==> config.mk <==
export PLATFORM = sky130hd
export DESIGN_NAME = led_color_ctrl_flat
export DESIGN_NICKNAME = d
export VERILOG_FILES = /design/src/rtl/led_color_ctrl_if.sv /design/src/rtl/led_color_ctrl.sv /design/src/flat_wrapper.sv
export SDC_FILE = /design/constraint.sdc
export NUM_CORES = 1
export LEC_CHECK = 0
export ABC_AREA = 1
export CORE_UTILIZATION = 50
export DETAILED_ROUTE_END_ITERATION = 7
export GPL_TIMING_DRIVEN = 0
export HOLD_SLACK_MARGIN = 0.08
export PLACE_DENSITY_LB_ADDON = 0.15
export SYNTH_ARGS = -nofsm -noshare
export SYNTH_HDL_FRONTEND = slang
export SYNTH_SLANG_ARGS = --single-unit
export TNS_END_PERCENT = 50
==> constraint.sdc <==
create_clock -name clk -period 4.7 [get_ports clk]
set_input_delay 1.175 -clock clk [delete_from_list [all_inputs] [get_ports clk]]
set_output_delay 1.175 -clock clk [all_outputs]
set_load 0.05 [all_outputs]
==> src/rtl/led_color_ctrl_if.sv <==
// Bus between the board-side user controls and the LED colour controller.
// master: drives buttons/run and observes outputs; slave: the controller.
interface led_color_ctrl_if #(
  parameter int unsigned N_LEDS = 4
);
  logic [2:0]        i_btn;
  logic              i_run;
  logic [2:0]        o_sel;
  logic [N_LEDS-1:0] o_led;
  logic              o_tick;

  modport master (output i_btn, output i_run, input  o_sel, input  o_led, input  o_tick);
  modport slave  (input  i_btn, input  i_run, output o_sel, output o_led, output o_tick);
endinterface

==> src/rtl/led_color_ctrl.sv <==
// RGB LED colour-select controller: button sync/debounce/edge, colour FSM, walking pattern.
// Optional LEDCTRL_BLINK_EN: blink the frozen pattern on each tick while paused.
module led_color_ctrl #(
  parameter int unsigned N_LEDS     = 4,
  parameter int unsigned PRESC      = 25_000_000,
  parameter int unsigned DEB_CYCLES = 16
) (
  input  logic             clk,
  input  logic             i_rst_n,
  led_color_ctrl_if.slave  bus
);

  localparam int unsigned CW = $clog2(DEB_CYCLES + 1);
  localparam int unsigned PW = $clog2(PRESC);

  typedef enum logic [1:0] {
    ST_OFF,
    ST_RED,
    ST_GREEN,
    ST_BLUE
  } state_t;

  logic [2:0]        sync1, sync2;
  logic [2:0]        level, level_d;
  logic [2:0]        press;
  logic [CW-1:0]     deb_cnt [3];
  state_t            state, state_next;
  logic [2:0]        sel_q;
  logic [N_LEDS-1:0] pattern, pattern_next;
  logic [N_LEDS-1:0] led_q, led_next;
  logic [PW-1:0]     presc;
  logic              tick;
`ifdef LEDCTRL_BLINK_EN
  logic              phase, phase_next;
`endif

  function automatic logic [2:0] sel_of(input state_t s);
    case (s)
      ST_RED:   return 3'b100;
      ST_GREEN: return 3'b010;
      ST_BLUE:  return 3'b001;
      default:  return 3'b000;
    endcase
  endfunction

  always_ff @(posedge clk or negedge i_rst_n) begin
    if (!i_rst_n) begin
      sync1 <= '0;
      sync2 <= '0;
    end else begin
      sync1 <= bus.i_btn;
      sync2 <= sync1;
    end
  end

  // Level flips on the same edge the count would reach DEB_CYCLES.
  always_ff @(posedge clk or negedge i_rst_n) begin
    if (!i_rst_n) begin
      level   <= '0;
      level_d <= '0;
      press   <= '0;
      for (int unsigned i = 0; i < 3; i++) deb_cnt[i] <= '0;
    end else begin
      for (int unsigned i = 0; i < 3; i++) begin
        if (sync2[i] != level[i]) begin
          if (deb_cnt[i] == CW'(DEB_CYCLES - 1)) begin
            level[i]   <= ~level[i];
            deb_cnt[i] <= '0;
          end else begin
            deb_cnt[i] <= deb_cnt[i] + 1'b1;
          end
        end else begin
          deb_cnt[i] <= '0;
        end
      end
      level_d <= level;
      press   <= level & ~level_d;
    end
  end

  always_comb begin
    state_next = state;
    if (press[2])      state_next = (state == ST_RED)   ? ST_OFF : ST_RED;
    else if (press[1]) state_next = (state == ST_GREEN) ? ST_OFF : ST_GREEN;
    else if (press[0]) state_next = (state == ST_BLUE)  ? ST_OFF : ST_BLUE;
  end

  assign tick = (presc == PW'(PRESC - 1));

  always_ff @(posedge clk or negedge i_rst_n) begin
    if (!i_rst_n) presc <= '0;
    else          presc <= tick ? '0 : presc + 1'b1;
  end

  // Rotate decision uses the current state, not state_next.
  always_comb begin
    pattern_next = pattern;
    if (tick && bus.i_run && state != ST_OFF)
      pattern_next = (pattern << 1) | (pattern >> (N_LEDS - 1));
`ifdef LEDCTRL_BLINK_EN
    phase_next = (bus.i_run || state == ST_OFF) ? 1'b1 : (tick ? ~phase : phase);
    led_next   = (state_next == ST_OFF || !(bus.i_run || phase_next)) ? '0 : pattern_next;
`else
    led_next   = (state_next == ST_OFF) ? '0 : pattern_next;
`endif
  end

  always_ff @(posedge clk or negedge i_rst_n) begin
    if (!i_rst_n) begin
      state   <= ST_OFF;
      sel_q   <= '0;
      pattern <= N_LEDS'(1);
      led_q   <= '0;
    end else begin
      state   <= state_next;
      sel_q   <= sel_of(state_next);
      pattern <= pattern_next;
      led_q   <= led_next;
    end
  end

`ifdef LEDCTRL_BLINK_EN
  always_ff @(posedge clk or negedge i_rst_n) begin
    if (!i_rst_n) phase <= 1'b1;
    else          phase <= phase_next;
  end
`endif

  assign bus.o_sel  = sel_q;
  assign bus.o_led  = led_q;
  assign bus.o_tick = tick;

endmodule

==> src/flat_wrapper.sv <==
// flat-port wrapper written by rule: the top's interface ports become plain ports
module led_color_ctrl_flat 
#(
  parameter int unsigned N_LEDS     = 4,
  parameter int unsigned PRESC      = 25_000_000,
  parameter int unsigned DEB_CYCLES = 16
)
  (clk, i_rst_n, bus_i_btn, bus_i_run, bus_o_sel, bus_o_led, bus_o_tick);
  led_color_ctrl_if #(.N_LEDS(N_LEDS)) bus_i ();
  input  logic clk;
  input  logic i_rst_n;
  input wire logic [$bits(bus_i.i_btn)-1:0] bus_i_btn;
  input wire logic [$bits(bus_i.i_run)-1:0] bus_i_run;
  output wire logic [$bits(bus_i.o_sel)-1:0] bus_o_sel;
  output wire logic [$bits(bus_i.o_led)-1:0] bus_o_led;
  output wire logic [$bits(bus_i.o_tick)-1:0] bus_o_tick;
  assign bus_i.i_btn = bus_i_btn;
  assign bus_i.i_run = bus_i_run;
  assign bus_o_sel = bus_i.o_sel;
  assign bus_o_led = bus_i.o_led;
  assign bus_o_tick = bus_i.o_tick;
  led_color_ctrl #(.N_LEDS(N_LEDS), .PRESC(PRESC), .DEB_CYCLES(DEB_CYCLES)) u_core (.clk(clk), .i_rst_n(i_rst_n), .bus(bus_i));
endmodule
==> results of run 1 <==
[worst max-delay path: stages (launching register included)]
cell and delay [ns]:
dfrtp_1 0.41, ha_1 0.21, nand2_2 0.10, nor2_8 0.17, inv_1 0.05, nor3_1 0.18, nand2_1 0.15, inv_1 0.22
clkdlybuf4s50_1 0.85
[stage by stage]
step,instances,util (%)
floorplan,356,-
global placement,444,55.9
detailed placement,444,55.8
CTS,460,59.4
global route,460,59.4
finish,460,59.4
[cell usage after synthesis, drive strengths merged]
| cell type | n | area (um^2) |
|---|---|---|
| xor2 | 9 | 78.8 |
| nand2 | 72 | 290 |
| dfrtp | 67 | 1680 |
| a21oi | 13 | 65.1 |
| a31o | 1 | 8.76 |
| xnor2 | 6 | 52.6 |
| o21ai | 9 | 45.0 |
| o21a | 1 | 7.51 |
| nor3 | 15 | 86.3 |
| and3 | 3 | 18.8 |
| dfstp | 1 | 26.3 |
| ha | 4 | 50.1 |
| nor2 | 67 | 285 |
| nand3 | 19 | 100 |
| o21bai | 2 | 15.0 |
| or2 | 1 | 6.26 |
| o211ai | 1 | 7.51 |
| nand4 | 8 | 50.1 |
| inv | 57 | 214 |
[metal layers]
layer | routed length (um) | part of all wire (%) | vias to the layer above | GRT usage (%)
met5 | 0 | 0 | - | 0
met4 | 140 | 2.7 | 0 | 10.7
met3 | 249 | 4.7 | 12 | 3.75
met2 | 2440 | 46 | 49 | 31.8
met1 | 2450 | 46 | 1068 | 24.9
li1 | - | - | 1167 | -
[worst max path at each step]
| stage | start | endpoint | slack (ns) | depth (start not counted) |
|---|---|---|---|---|
| floorplan | u_core.presc[0]$_DFF_PN0_ | bus_o_tick | 2.00 | 7 |
| global placement | i_rst_n | u_core.deb_cnt[0]$_DFF_PN0_ | 0.19 | 1 |
| detailed placement | u_core.presc[0]$_DFF_PN0_ | bus_o_tick | 1.14 | 8 |
| CTS | u_core.presc[0]$_DFF_PN0_ | bus_o_tick | 0.76 | 8 |
| global route | u_core.presc[0]$_DFF_PN0_ | bus_o_tick | 0.62 | 8 |
| finish | u_core.presc[0]$_DFF_PN0_ | bus_o_tick | 0.84 | 8 |
[cell families after synthesis]
logic type	after synthesis	synth area share [%]
buffers and inverters	57	6.94
adders and majority gates	4	1.62
DFF	68	55.2
xor gates and xnor gates	15	4.26
AOI/OAI and AO/OA	27	4.83
and+or+nand+nor	185	27.1
[power by group through the flow]
stage	Clock, mW	Sequential [mW]	Combinational [mW]
2_1_floorplan	0	0.650	0.0215
3_3_place_gp	0	0.623	0.0840
3_5_place_dp	0	0.624	0.0845
4_1_cts	0.509	0.612	0.0847
5_1_grt	0.535	0.614	0.0937
6_report	0.494	0.612	0.0830
[flip-flops by register name, summed over array words and instances, names as in the netlist, 4 cells and up]
signal and cells:
u_core.presc 25, u_core.deb_cnt 15, u_core.bus.o_led 4, u_core.pattern 4
[cell type report]
type                            instances  area (um^2)
Clock buffer                           11          151
Clock inverter                          5         60.1
Fill cell                             529         2400
Inverter                               57          214
Multi-Input combinational cell        231         1170
Sequential cell                        68         1700
Tap cell                               75         93.8
Timing Repair Buffer                   13          128
==> run summary, run 1 <==
The floorplan step defined a core boundary enclosing 0.00592 mm^2. Data arrives at the worst endpoint at 2.69 ns. The power per unit of standard cell area is 338 mW/mm^2. The netlist area before placement came out at 0.00308 mm^2. The switching share of power came out at 24.0%. The floorplan step defined a die boundary enclosing 0.00649 mm^2. The final total negative setup slack came out at 0 ns.

The total setup violations reported at the end of the flow is 0. Counting flops and latches in the post-synthesis netlist gives 68. Yosys mapped the design onto 26 distinct sky130hd cell types. The maximum fanout encountered on the critical timing path is 7. By startpoint and endpoint, the worst setup path is classified as flip-flop to output pin. The maximum resistive drop on vdd came out at 0.231 mV. The layout cell share with drive strength beyond 1 came out at 8.31%. The post-detailed-route wirelength per cell came out at 11.5 um.

Max-cap violations in this run came to 0. The CTS H-tree depth is 3. The number of nets at the end of the flow came out at 390.

The run finished with clean final reports. The slew of the pin with the lowest slew margin came out at 0.844 ns. The required time of the worst setup path came out at 3.52 ns. In this run the critical register-to-register path is captured at u_core.presc[14]$_DFF_PN0_. Setup repair after global routing left no endpoint under its margin. The post-synthesis to final-layout area growth came out at 14.0%. Counting every net in the synthesized netlist gives 366. Before CTS, the worst setup slack after placement is 1.14 ns. The worst-case hold path end point is u_core.sync2[0]$_DFF_PN0_. After global routing the overflow that remains totals 0. The number of vias in the routed layout came out at 2296. The number of cells produced by synthesis is 356.

The count of synthesis-stage warnings from yosys is 0. The static power due to leakage came out at 1.75 nW. In the post-route analysis, the smallest setup slack over all paths is 0.838 ns. The number of hold buffers added after cts came out at 0. The total clock buffers created by CTS is 9.

The count of pins on the block boundary came out at 14. The number of core rows is 28. The via count normalized by instance count came out at 4.99. The final count of pins violating max slew came out at 0.

The most common library cell in the layout ignoring fill and taps is dfrtp_1. The placed instance area is 0.00331 mm^2. Clock tree synthesis selected as its root buffer the cell clkbuf_8. After clock tree synthesis, the clock-pin slew on the worst setup and hold paths is 0.07 ns.

The global placement routability congestion came out at 0.846. The final clock period utilization by the worst path is 82.2%. In the layout the commonest cells are dfrtp_1 (67), nand2_1 (66), nor2_1 (63). The total net switching power came out at 0.286 mW. The flop-to-flop setup slack is 3.01 ns. The number of buffer cells added on primary ports is 13.

The initial standard-cell utilization of the core is 52.1%. The combinational group share of total power came out at 7.0%. The largest net degree at the start of global routing came out at 69. In this run the remaining antenna-violating nets after routing total 0. The overall routing resource usage is 19.7%. The half-perimeter wire length after detailed placement is 3790 um. The time the worst path needs with I/O delays and setup came out at 3.86 ns.

Across the routed clock network, the largest skew measured is 0.00681 ns. The path depth of the worst reg2reg path came out at 8. The later-pin clock latency in the skew report came out at 0.34 ns. The final routed wirelength across all metal layers is 5280 um.

0 antenna diodes ended up in the layout. The fraction of power consumed by sequential logic is 51.5%. The number of post-CTS setup repair buffers came out at 0.

The hold violation count in the final report was 0. The remaining routing DRC violations came out at 0. The tightest min-delay check is of the flip-flop to flip-flop type. STA classifies the critical path endpoint as an output pin.

The clock tree buffer depth came out at 2. TritonCTS built the clock tree. The die outline height came out at 80.5 um. The clock group share of total power is 41.6%.

The count of TritonRoute iterations in the first routing pass came out at 4. The top achievable clock speed came out at 259 MHz. The number of cells upsized or downsized after cts is 0. The width of the die is 80.5 um.

Internal power comes to 0.904 mW. The worst hold path begins at u_core.sync1[0]$_DFF_PN0_. The kind of start point of the critical path is a flip-flop. The per-instance average area after synthesis is 8.66 um^2.

The via count of the first global-routing pass is 2251. The tree built by TritonCTS fans out to 68 sinks. The initial antenna violation count is 0. Counting instances, the worst hold path has a depth of 0. Overall power consumption after layout is estimated at 1.19 mW. The launching point of the worst reg2reg path is u_core.presc[0]$_DFF_PN0_. The worst slack on hold paths is 0.352 ns.

The portion of the post-synthesis area used by sequential elements is 55.2%. The normalized max-slew margin came out at 43.7%. The first-iteration detailed-routing DRC count is 140. The final design area excluding fillers is 0.00352 mm^2.

The wire length of the first global-routing pass came out at 9550 um.
Power figures use the tool's default switching activity.
==> run 2, diff against run 1 <==
==> constraint.sdc (replaced) <==
create_clock -name clk -period 3.3 [get_ports clk]
set_input_delay 0.825 -clock clk [delete_from_list [all_inputs] [get_ports clk]]
set_output_delay 0.825 -clock clk [all_outputs]
set_load 0.05 [all_outputs]
==> run summary, run 2 (synthesized netlist as in run 1, its figures left out) <==
The final count of pins violating max slew was 0. The arrival time of data at the critical path endpoint came out at 2.16 ns. CTS placed an instance of clkbuf_8 at the clock tree root. The required time of the worst setup path is 2.47 ns.

The count of TritonRoute iterations in the first routing pass came out at 4. Entering global routing, the biggest net connects 69 pins. The path depth of the worst reg2reg path came out at 8. The most common library cell in the layout ignoring fill and taps is dfrtp_1. The flip-flop count of the largest register after layout came out at 25. The number of post-CTS setup repair buffers came out at 0. During I/O placement, the number of pins put on the boundary was 14. The half-perimeter wire length after detailed placement is 3790 um. The post-detailed-route wirelength per cell came out at 11.5 um. Clock skew on the completed layout was measured at 0.00694 ns. The clock tree buffer depth came out at 2. The combinational group share of total power came out at 7.0%. The switching share of power came out at 24.0%.

The startpoint of the worst setup timing path is u_core.presc[0]$_DFF_PN0_. The number of max-cap violations is 0. The repair_antennas step left the layout with diodes totalling 0. The maximum resistive drop on vdd came out at 0.329 mV. In this run, CTS created clock tree buffers numbering 9. The flow ran to the end, and the final reports show no timing, DRC or antenna violations. The via count of the first global-routing pass is 2251. The full die area is 0.00649 mm^2. Compared with the post-synthesis result, the final layout area differs by 13.9%. The number of core rows is 28. The static power due to leakage came out at 1.75 nW. The top achievable clock speed is 335 MHz. The layout cell share with drive strength beyond 1 is 8.57%.

The total setup violations reported at the end of the flow came out at 0. The CTS tree is yes. The clock sink count is 68. Setup repair after global routing left no endpoint under its margin. The flop-to-flop setup slack came out at 1.60 ns. Summing over every cut layer, the via total after detailed routing is 2282.

The number of nets with antenna violations after routing is 0. The final clock period utilization by the worst path is 90.6%. For this design the total switching power over the nets is 0.407 mW. The overall routing resource usage came out at 19.8%. The die outline height came out at 80.5 um. The category of the worst setup path capture point is an output pin. The maximum fanout encountered on the critical timing path came out at 7. The remaining routing DRC violations came out at 0. In the layout the commonest cells are dfrtp_1 (67), nand2_1 (66), nor2_1 (63).

The normalized max-slew margin is 44.0%. The placed instance area came out at 0.00331 mm^2. In the final layout, the registers with the most flip-flops are u_core.presc x25, u_core.deb_cnt x15.

The number of buffer cells added on primary ports is 13. The via count normalized by instance count came out at 4.96. The wire length of the first global-routing pass came out at 9570 um. STA classifies the critical path startpoint as a flip-flop. The core region is 0.00592 mm^2. The fraction of power consumed by sequential logic is 51.5%. The global placement routability congestion came out at 0.846. Hold timing on the final database bottoms out at a slack of 0.352 ns. The number of nets at the end of the flow came out at 390. The final design area excluding fillers is 0.00351 mm^2. In this run the power density over the cells is 482 mW/mm^2. The final routed wirelength across all metal layers is 5310 um.

Including well taps, the total number of placed cells is 444. The initial antenna violation count came out at 0. The width of the die came out at 80.5 um. The time the worst path needs with I/O delays and setup is 2.99 ns. The first-iteration detailed-routing DRC count came out at 156. The final global-route overflow total came out at 0. The initial utilization of the core area, before any placement, comes to 52.1%. The CTS H-tree depth came out at 3. The hold violation count in the final report came out at 0. The clock transition time at the flip-flop clock pins of the worst setup and hold paths came out at 0.07 ns. The startpoint-to-endpoint class of the critical path is flip-flop to output pin. The number of standard cells in the layout, taps in and fillers out is 460. Following the worst setup path forward leads to its endpoint at bus_o_tick. In this run the critical register-to-register path is launched from u_core.presc[0]$_DFF_PN0_. The internal cell power came out at 1.29 mW.

The clock group share of total power came out at 41.6%. At the later pin of the worst-skew pair, clock insertion delay measures 0.34 ns. The register with the most flip-flops in the final layout is u_core.presc. The final total negative setup slack is 0 ns. The slew of the pin with the lowest slew margin is 0.840 ns. The path class of the tightest hold or removal check is flip-flop to flip-flop. In this run the critical register-to-register path is captured at u_core.presc[14]$_DFF_PN0_.
-- run 2: cell count changes in the layout (fill, tap and decap cells not counted), sizes merged --
| cell | delta |
|---|---|
| clkdlybuf4s50 | -1 |
| clkbuf | +1 |
-- run 2: area by class of cell --
cell class                 count  area (um^2)
tap                           75         93.8
fill                         530         2410
sequential                    68         1700
clock inverter                 5         60.1
clock buffer                  11          151
multi-input combinational    231         1170
inverter                      57          214
timing repair buffer          13          123
-- run 2: per-stage QoR --
step	setup slack (ns)	total power [mW]	util, %
after global routing	0.0994	1.77	59.3
final	0.311	1.69	59.3
after CTS	0.00246	1.72	59.4
after detailed placement	0.0938	1.01	55.8
after floorplan	0.950	0.956	-
after global placement	-0.855	1.01	55.9
-- run 2: worst max-delay path: stages, from the launching register on --
cell      delay, ns
dfrtp_1        0.41
ha_1           0.21
nand2_2        0.10
nor2_8         0.17
inv_1          0.06
nor3_1         0.18
nand2_1        0.15
inv_1          0.22
clkbuf_2       0.32
-- run 2: per-layer routing --
| layer | track usage, % | vias up | part of all wire, % | routed length (um) |
|---|---|---|---|---|
| met1 | 25.0 | 1060 | 47 | 2480 |
| met2 | 31.9 | 46 | 47 | 2490 |
| met5 | 0 | - | 0 | 0 |
| met4 | 10.7 | 0 | 2.2 | 116 |
| met3 | 3.75 | 11 | 4.1 | 219 |
| li1 | - | 1165 | - | - |
-- run 2: repair_timing --
item,CTS,global route
resized for setup,1,2
hold buffers,0,0
hold endpoints to repair,0,0
endpoints found under the setup margin,1,1
-- run 2: power by group through the flow --
stage               logic (mW)  clock network, mW  registers [mW]
floorplan               0.0307                  0           0.925
global placement         0.120                  0           0.887
detailed placement       0.120                  0           0.888
CTS                      0.121              0.724           0.872
global route             0.133              0.762           0.875
finish                   0.118              0.704           0.872
-- run 2: worst min-delay path by stage --
stage | start | endpoint | cells after the start
6_report | u_core.sync1[0]$_DFF_PN0_ | u_core.sync2[0]$_DFF_PN0_ | 0
5_1_grt | u_core.sync1[0]$_DFF_PN0_ | u_core.sync2[0]$_DFF_PN0_ | 0
4_1_cts | u_core.sync1[0]$_DFF_PN0_ | u_core.sync2[0]$_DFF_PN0_ | 0
3_5_place_dp | u_core.sync1[0]$_DFF_PN0_ | u_core.sync2[0]$_DFF_PN0_ | 0
3_3_place_gp | u_core.sync1[2]$_DFF_PN0_ | u_core.sync2[2]$_DFF_PN0_ | 0
2_1_floorplan | u_core.sync1[0]$_DFF_PN0_ | u_core.sync2[0]$_DFF_PN0_ | 0
==> run 3, diff against run 2 <==
--- a/config.mk
+++ b/config.mk
@@ -6,6 +6,7 @@
 export NUM_CORES = 1
 export LEC_CHECK = 0
 export ABC_AREA = 1
+export CORE_MARGIN = 1.5
 export CORE_UTILIZATION = 50
 export DETAILED_ROUTE_END_ITERATION = 7
 export GPL_TIMING_DRIVEN = 0
==> constraint.sdc (replaced) <==
create_clock -name clk -period 2.9 [get_ports clk]
set_input_delay 0.725 -clock clk [delete_from_list [all_inputs] [get_ports clk]]
set_output_delay 0.725 -clock clk [all_outputs]
set_load 0.05 [all_outputs]
==> run summary, run 3 (synthesized netlist as in run 1, its figures left out) <==
The routed length on met3 came out at 257 um. The worst setup path is launched from a flip-flop. The arrival time of data at the critical path endpoint is 2.00 ns. The count of cell instances traversed by the critical path is 8. The antenna diode count is 0. The final count of pins violating max slew was 0. The largest net degree at the start of global routing came out at 69. The clock skew came out at 0.0114 ns. Across all layers, the routed design uses 2303 vias. The number of cells upsized or downsized after cts came out at 6. Summed over all layers, the global routing overflow is 0. The final total power came out at 1.85 mW.

The uppermost layer routed is met4. In the layout the commonest cells are dfrtp_1 (67), nand2_1 (66), nor2_1 (63). The wire length of the first global-routing pass came out at 9920 um.

The setup slack after placement is -0.202 ns. The worst pin sits at a relative slew slack of 44.7%. The slew of the pin with the lowest slew margin is 0.830 ns. The post-detailed-route wirelength per cell is 12.0 um. The standard cell with the maximum stage delay on the critical path is dfrtp_1. u_core.presc holds more flip-flops than any other register. After detailed routing, the met2 layer carries 2600 um of wire. The tree is rooted in a clkbuf_8. The final setup slack of the worst path is 0.179 ns. The maximum fanout encountered on the critical timing path is 7. Counting tap cells, the placed design contains a total of 444 instances. The initial standard-cell utilization of the core is 51.8%.

STA classifies the critical path endpoint as an output pin. Setup repair after global routing left no endpoint under its margin. At the worst endpoint, the required time is 2.17 ns. The run finished with clean final reports. The first detailed-routing pass ran for 5 iterations. After the first detailed-routing iteration, the DRC count stood at 181.

The width of the die is 81.5 um. The worst setup path is of the flip-flop to output pin kind. The met1 wire length came out at 2580 um. The power per unit of standard cell area is 529 mW/mm^2. The path class of the tightest hold or removal check is flip-flop to flip-flop. The largest single stage delay on the critical path is 0.42 ns.

The overall routing resource usage came out at 19.8%. Buffers inserted during clock tree synthesis total 9. The number of nets at the end of the flow is 390.

The clock tree buffer depth is 2. The die covers 0.00665 mm^2. The initial antenna violation count came out at 0.

The number of core rows came out at 28. Derived from the worst setup path, the maximum achievable clock frequency is 367 MHz. TritonCTS built the clock tree. In this run the post-CTS setup repair buffer count came out at 0. Walking the worst path, the cells encountered are ha_1, nand2_2, nor2_8, inv_1, nor3_1, nand2_1, inv_4, buf_4. The buffering stage count on the worst path with inverters included is 3. The post-synthesis to final-layout area growth came out at 13.2%. The maximum resistive drop on vdd came out at 0.353 mV. The worst hold path passes through 0 cells. The time the worst path needs with I/O delays and setup came out at 2.72 ns. The half-perimeter wire length after detailed placement is 3830 um.

Max-cap violations in this run came to 0. The clock transition time at the flip-flop clock pins of the worst setup and hold paths came out at 0.08 ns. Input and output buffers added on the ports amount to 13.

Counting cells, the worst reg-to-reg path comes to 8. In this run the vertical extent of the chip is 81.5 um. The number of nets with antenna violations after routing came out at 0. The core outline area came out at 0.00596 mm^2. The clock sink count is 68. In the final layout, the registers with the most flip-flops are u_core.presc x25, u_core.deb_cnt x15. The via count normalized by instance count came out at 5.01.

The CTS H-tree depth came out at 3. The flip-flop count of the largest register after layout came out at 25. The count of pins on the block boundary came out at 14. The later-pin clock latency in the skew report came out at 0.35 ns. In this run the static leakage power is 1.72 nW.

The remaining routing DRC violations came out at 0. The total setup violations reported at the end of the flow came out at 0. The final routed wirelength across all metal layers is 5500 um. The final critical path takes up 93.8% of the cycle.

The number of standard cells in the layout, taps in and fillers out came out at 460. The global placement routability congestion is 0.846. The most common library cell in the layout ignoring fill and taps is dfrtp_1. The number of hold buffers added after cts is 0. The layout cell share with drive strength beyond 1 came out at 8.83%. The via count of the first global-routing pass is 2242. The hold violation count in the final report was 0.

On the critical path the largest part of the delay comes from simple AND/OR/NAND/NOR gates.
-- run 3: cell count changes in the layout (fill, tap and decap cells not counted) --
cell	delta
clkinvlp_4	+3
clkinv_4	-2
inv_6	+2
buf_4	+1
bufinv_16	-1
clkbuf_2	-1
clkbuf_8	-1
clkinv_2	-1
inv_1	-1
inv_4	+1
-- run 3: layer usage --
layer,vias to the layer above,GRT usage [%]
li1,1169,-
met1,1078,25.0
met2,48,31.6
met3,8,6.33
met4,0,7.76
met5,-,0
-- run 3: final timing paths --
path / start / to / slack (ns)
setup / recovery: u_core.presc[0]$_DFF_PN0_ / bus_o_tick / 0.18
hold / removal: u_core.sync1[0]$_DFF_PN0_ / u_core.sync2[0]$_DFF_PN0_ / 0.35
setup reg to reg: u_core.presc[0]$_DFF_PN0_ / u_core.presc[12]$_DFF_PN0_ / 1.25
hold reg to reg: u_core.sync1[0]$_DFF_PN0_ / u_core.sync2[0]$_DFF_PN0_ / 0.35
max in group asynchronous: i_rst_n / u_core.presc[3]$_DFF_PN0_ / 1.88
min in group asynchronous: i_rst_n / u_core.presc[15]$_DFF_PN0_ / 0.44
-- run 3: metrics by stage --
step	TNS [ns]	utilization, %	area, um^2	hold WS (ns)
5_1_grt	0	58.6	3490	0.365
4_1_cts	0	58.6	3490	0.355
3_3_place_gp	-76.70	55.5	3310	0.333
3_5_place_dp	-0.202	55.5	3310	0.336
2_1_floorplan	0	-	3080	0.331
6_report	0	58.6	3490	0.351
-- run 3: cell type report --
cell class | count | area (um^2)
Inverter | 57 | 216
Clock inverter | 6 | 47.5
Clock buffer | 10 | 138
Sequential cell | 68 | 1700
Fill cell | 547 | 2460
Multi-Input combinational cell | 231 | 1170
Timing Repair Buffer | 13 | 125
Tap cell | 75 | 93.8
-- run 3: report_power, final --
part           switching (mW)  internal [mW]
registers              0.0156          0.977
logic                  0.0923         0.0426
clock network           0.382          0.339
